==> config.mk <==
export PLATFORM = sky130hd
export DESIGN_NAME = enable_load_capture_bank
export DESIGN_NICKNAME = d
export VERILOG_FILES = /design/src/rtl/enable_load_capture_bank.sv
export SDC_FILE = /design/constraint.sdc
export NUM_CORES = 2
export LEC_CHECK = 0
export ABC_CLOCK_PERIOD_IN_PS = 9440
export BUFFER_PORTS_ARGS = -buffer_cell sky130_fd_sc_hd__buf_4
export CAP_MARGIN = 20
export CORE_MARGIN = 3
export CORE_UTILIZATION = 40
export CTS_BUF_LIST = sky130_fd_sc_hd__clkbuf_4 sky130_fd_sc_hd__clkbuf_8
export CTS_CLUSTER_SIZE = 24
export DETAILED_ROUTE_END_ITERATION = 10
export GPL_ROUTABILITY_DRIVEN = 0
export PLACE_DENSITY = 0.67
export SETUP_SLACK_MARGIN = 0.4
export SYNTH_ARGS = -nofsm -noshare
export SYNTH_HDL_FRONTEND = slang
export SYNTH_SLANG_ARGS = --single-unit
==> constraint.sdc <==
create_clock -name i_clock -period 9.44 [get_ports i_clock]
set_input_delay 0 -clock i_clock [delete_from_list [all_inputs] [get_ports i_clock]]
set_output_delay 0 -clock i_clock [all_outputs]
set_load 0.02 [all_outputs]
==> src/rtl/enable_load_capture_bank.sv <==
// enable_load_capture_bank
// Keeps one accumulator per sequencer step. While a step's enable bit is high,
// its accumulator folds in input words. A load pulse flushes the accumulator,
// tagged with its step index, into a small output FIFO. The FIFO then hands
// entries to the next stage through a valid/ready handshake.
//
// Optional feature macro: CAPTURE_BANK_ACC_XOR_EN
//   defined   : the accumulator XOR-folds every enabled word
//   undefined : the accumulator keeps the last enabled word
//
// Handshake: the FIFO head is offered while o_valid=1. It is consumed at a
// rising edge where o_valid and i_ready are both high. The head holds stable
// until then. Input buses are qualified by i_valid only; there is no
// back-pressure toward the sequencer. A flush that arrives while the FIFO is
// full and not popping is dropped, and this is recorded in o_overflow.
module enable_load_capture_bank #(
  parameter int N_STEPS         = 5,
  parameter int LOG2_N_STEPS    = 3,
  parameter int NB_DATA         = 128,
  parameter int FIFO_DEPTH      = 4,
  parameter int LOG2_FIFO_DEPTH = 2
) (
  input  logic                    i_clock,
  input  logic                    i_reset,
  input  logic                    i_valid,
  input  logic [N_STEPS-1:0]      i_enable_bus,
  input  logic [N_STEPS-1:0]      i_load_bus,
  input  logic [NB_DATA-1:0]      i_data,
  input  logic                    i_ready,
  output logic                    o_valid,
  output logic [NB_DATA-1:0]      o_data,
  output logic [LOG2_N_STEPS-1:0] o_step,
  output logic                    o_overflow,
  output logic                    o_protocol_err
);

  logic [NB_DATA-1:0]      acc [N_STEPS];
  logic [NB_DATA-1:0]      fifo_data [FIFO_DEPTH];
  logic [LOG2_N_STEPS-1:0] fifo_step [FIFO_DEPTH];
  logic [LOG2_FIFO_DEPTH-1:0] wr_ptr;
  logic [LOG2_FIFO_DEPTH-1:0] rd_ptr;
  logic [LOG2_FIFO_DEPTH:0]   count;

  logic                    en_multi;
  logic                    ld_multi;
  logic                    en_ok;
  logic                    ld_ok;
  logic                    pop;
  logic                    full;
  logic                    push_ok;
  logic [NB_DATA-1:0]      push_data;
  logic [LOG2_N_STEPS-1:0] push_step;

  // Folding function applied to an enabled word.
  function automatic logic [NB_DATA-1:0] fold(input logic [NB_DATA-1:0] a,
                                              input logic [NB_DATA-1:0] d);
`ifdef CAPTURE_BANK_ACC_XOR_EN
    return a ^ d;
`else
    return d;
`endif
  endfunction

  // More than one bit set: bus & (bus-1) keeps every bit except the lowest.
  function automatic logic multi_hot(input logic [N_STEPS-1:0] bus);
    return (bus & (bus - N_STEPS'(1))) != '0;
  endfunction

  assign en_multi = multi_hot(i_enable_bus);
  assign ld_multi = multi_hot(i_load_bus);
  assign en_ok    = i_valid && (i_enable_bus != '0) && !en_multi;
  assign ld_ok    = i_valid && (i_load_bus != '0) && !ld_multi;

  assign o_valid  = (count != '0);
  assign full     = (count == (LOG2_FIFO_DEPTH+1)'(FIFO_DEPTH));
  assign pop      = o_valid && i_ready;
  // A full FIFO still accepts a push when the head leaves in the same cycle.
  assign push_ok  = ld_ok && (!full || pop);
  assign o_data   = o_valid ? fifo_data[rd_ptr] : '0;
  assign o_step   = o_valid ? fifo_step[rd_ptr] : '0;

  // Select the flushed step. An enable on that same step folds in first.
  always_comb begin
    push_data = '0;
    push_step = '0;
    for (int k = 0; k < N_STEPS; k++) begin
      if (i_load_bus[k]) begin
        push_step = LOG2_N_STEPS'(k);
        push_data = (en_ok && i_enable_bus[k]) ? fold(acc[k], i_data) : acc[k];
      end
    end
  end

  // Per-step accumulators: a flush clears the step, otherwise an enable folds.
  always_ff @(posedge i_clock) begin
    for (int k = 0; k < N_STEPS; k++) begin
      if (i_reset)
        acc[k] <= '0;
      else if (ld_ok && i_load_bus[k])
        acc[k] <= '0;
      else if (en_ok && i_enable_bus[k])
        acc[k] <= fold(acc[k], i_data);
    end
  end

  // Output FIFO storage, pointers and occupancy.
  always_ff @(posedge i_clock) begin
    if (i_reset) begin
      wr_ptr <= '0;
      rd_ptr <= '0;
      count  <= '0;
      for (int i = 0; i < FIFO_DEPTH; i++) begin
        fifo_data[i] <= '0;
        fifo_step[i] <= '0;
      end
    end else begin
      if (push_ok) begin
        fifo_data[wr_ptr] <= push_data;
        fifo_step[wr_ptr] <= push_step;
        wr_ptr            <= wr_ptr + 1'b1;
      end
      if (pop)
        rd_ptr <= rd_ptr + 1'b1;
      if (push_ok && !pop)
        count <= count + 1'b1;
      else if (!push_ok && pop)
        count <= count - 1'b1;
    end
  end

  // Sticky error flags; only reset clears them.
  always_ff @(posedge i_clock) begin
    if (i_reset) begin
      o_overflow     <= 1'b0;
      o_protocol_err <= 1'b0;
    end else begin
      if (ld_ok && full && !pop)
        o_overflow <= 1'b1;
      if (i_valid && (en_multi || ld_multi))
        o_protocol_err <= 1'b1;
    end
  end

endmodule

==> metrics.yaml <==
yosys:
  ys_seq_area_frac: 0.5802
  synth_top_area_share: 0.5766
  synth_edf_count: 1164
  avgSynthCellArea_sq_um: 12.04
  synth.largest_area_cell: "edfxtp_1"
  synthDistinctLibCells: 55
  yosys_warnings: 0
  syn_area_sq_um: 60620
  synthCells: 5035
  ys_async_sr_fraction: 0
  synth-seq-cells: 1175
  syn-num-nets: 5179
  synthFlopType: "edfxtp_1"
  synth_area_leaders: "edfxtp_1, and2_1, mux4_2"
final_layout:
  seqCellArea_sq_um: 35180
  layout.nets: 5304
  multi_input_area_sq_um: 23010
  drive_gt1_frac: 0.2013
  areaGrowthSynthToFinish_pct: 14.87
  fillers: 13400
routing:
  routed.top_layer: "met5"
  wl_mm: 216.3
  post_drt_wl_per_cell_um: 29.48
  drc: 0
  drt_iter0_markers: 6809
  wl_met3_mm: 26.58
  vias: 47330
  met1_length_mm: 82.10
  dr.pass1.iters: 6
  viasPerCell: 6.452
  ant_nets: 0
  wl_met2_mm: 99.51
setup_path:
  worstPathRequired_ns: 9.97
  slowest_delay_ns: 0.89
  crit_type: "input port to flop"
  cp_top_family: "buffers and inverters"
  slowest_stage: "buf_4"
  start_kind: "input port"
  cp-end-kind: "flop"
  crit_chain: "dlygate4sd3_1 > buf_4 > or4b_4 > or3b_4 > nand2_4 > buf_4 > buf_4"
  cp_common_cell: "buf_4"
  worstPathArrival_ns: 5.21
  path_max_fanout: 54
  worst-path-buf-inv: 4
power:
  power.total_mw: 13.40
  peakVddDrop_uv: 152.9
  p_per_area_nw_per_um2: 192.4
  power_leakage_nw: 23.53
clock_tree:
  cts_buffers: 188
  cts_sinks: 1175
  ctsHtreeMaxLevel: 4
  clk_latency_ns: 0.93
  ctsResizeCount: 0
  tritoncts: "done"
  cts_buffer_depth: 3
  cts-root-buf: "clkbuf_8"
  clkTransAtPathRegs_ns: 0.06
timing:
  drv_slew: 0
  clock.fmax_ghz: 0.2138
  fin_skew_ns: 0.03440
  setup_viol: 0
  hold_viol: 0
  max_slew_margin: 0.1390
  worst_slew_pin_slew_ns: 1.292
  period_needed_ns: 4.678
  finalCritPeriodShare: 0.4956
  rsz0062_at_grt: "false"
  whs_ns: 0.04740
  final.setup.tns_ns: 0
grt:
  grt-ovfl-total: 0
  grt_first_pass_wirelength_mm: 314.9
  antenna_found_initial: 27
  grt_usage: 0.2680
  grt_max_degree: 159
  grt_pass1_vias: 46560
outcome:
  status: "finished, final reports clean"
die:
  core_sq_um: 150100
  die-height_um: 395.3
  initial_utilization: 0.4038
  die-area_sq_um: 156300
  ios: 276
  rows: 142
  die_width_um: 395.3
job:
  maxCapViolCount: 0
min_path:
  min_path_type: "input port to flop"
place:
  io_buffers: 275
  dp_hpwl_mm: 103.8
## Yosys cell counts, drive strengths merged (13+ instances only)
master  instances
a21boi         61
a21oi         443
a41o           64
a41oi          61
and2          636
buf            84
clkbuf        573
edfxtp       1164
mux2          129
mux4          131
nand2         142
nand3         130
nor2           37
nor3          507
nor4           13
nor4b         127
o21ai         135
o31ai         253
or4           251
## report_power, final
group / internal [mW] / switching [mW] / leakage (nW)
clock network: 2.27 / 2.12 / 1.94
registers: 6.03 / 0.136 / 11.7
logic: 1.11 / 1.74 / 9.94
total: 9.41 / 3.99 / 23.5
## placed cells by master, fill, tap and decap left out, types with 6 or more instances in the layout
cell type      instances
inv_1                  9
nand3_1              127
edfxtp_1            1164
nor4b_1              126
mux4_2               131
nor2b_1                6
nor2_1                36
o31a_1                 6
or4_1                130
clkbuf_4              65
buf_12                13
clkbuf_8             197
a21boi_0              61
a41oi_1               61
diode_2               10
and2_1               635
mux2_2               129
o31ai_1              253
or4_4                121
nor3_1               503
clkinv_1              48
dlygate4sd3_1        235
nand2_1              139
o21ai_0              135
a41o_1                64
a21oi_1              443
dfxtp_1                9
buf_4                341
nor4_1                13
clkinv_2              16
## area by class of cell
| cell class | count | share of cell area |
|---|---|---|
| Sequential cell | 1175 | 0.5052 |
| Multi-Input combinational cell | 3194 | 0.3304 |
| Timing Repair Buffer | 592 | 0.07490 |
| Clock buffer | 262 | 0.04594 |
| Tap cell | 2016 | 0.03622 |
| Clock inverter | 78 | 0.006558 |
| Inverter | 9 | 0.0004851 |
| Antenna cell | 10 | 0.0003593 |
## tightest hold or removal path: cells and delay by family
family | cells | cell delay, ns
AND/OR/NAND/NOR | 1 | 0.13
buffers and inverters | 2 | 0.70
## final timing paths
| path | slack, ns | cells past startpoint | to | startpoint |
|---|---|---|---|---|
| hold reg to reg | 0.52 | 2 | o_overflow | o_overflow |
| setup reg to reg | 5.36 | 6 | fifo_data[0][38] | count[0] |
| setup / recovery | 4.76 | 7 | acc[2][113] | i_valid |
| hold / removal | 0.05 | 3 | acc[0][82] | i_data[82] |
## flip-flops by register name (all words and copies together), names as in the netlist, named ones only
signal,cells
acc,640
count,3
fifo_data,512
fifo_step,12
o_overflow,1
o_protocol_err,1
rd_ptr,2
wr_ptr,2
## routing by layer
layer  vias up  GRT usage
met5         -          0
li1      19720          -
met4        12     0.1050
met2      3492     0.4204
met1     23490     0.3573
met3       623    0.06764
## per-stage QoR
step	cells	utilization	area [sq um]	worst slack (ns)
floorplan	5035	-	60620	1.554
global placement	6747	0.4232	63530	4.418
detailed placement	6749	0.4235	63580	4.393
CTS	7324	0.4635	69590	4.912
global route	7328	0.4637	69620	4.790
finish	7336	0.4639	69640	4.762
## logic make-up (layout without fill, tap and decap cells)
family                     count (synthesis)  count (layout)  synth area share
buffers and inverters                    666             941           0.04382
adders and majority gates                  3               3         0.0007017
and+or+nand+nor                         1877            1877            0.1918
DFF                                     1175            1175            0.5802
other                                      0              10                 0
xor gates and xnor gates                   6               6         0.0008668
AOI/OAI and AO/OA                       1047            1047            0.1099
muxes                                    261             261           0.07279
## repair_timing
action | in CTS | in global routing
hold endpoints to repair | 1214 | 0
buffers inserted | 0 | 0
hold buffers | 235 | 0
Note: power is estimated with default switching activity, not from simulation.
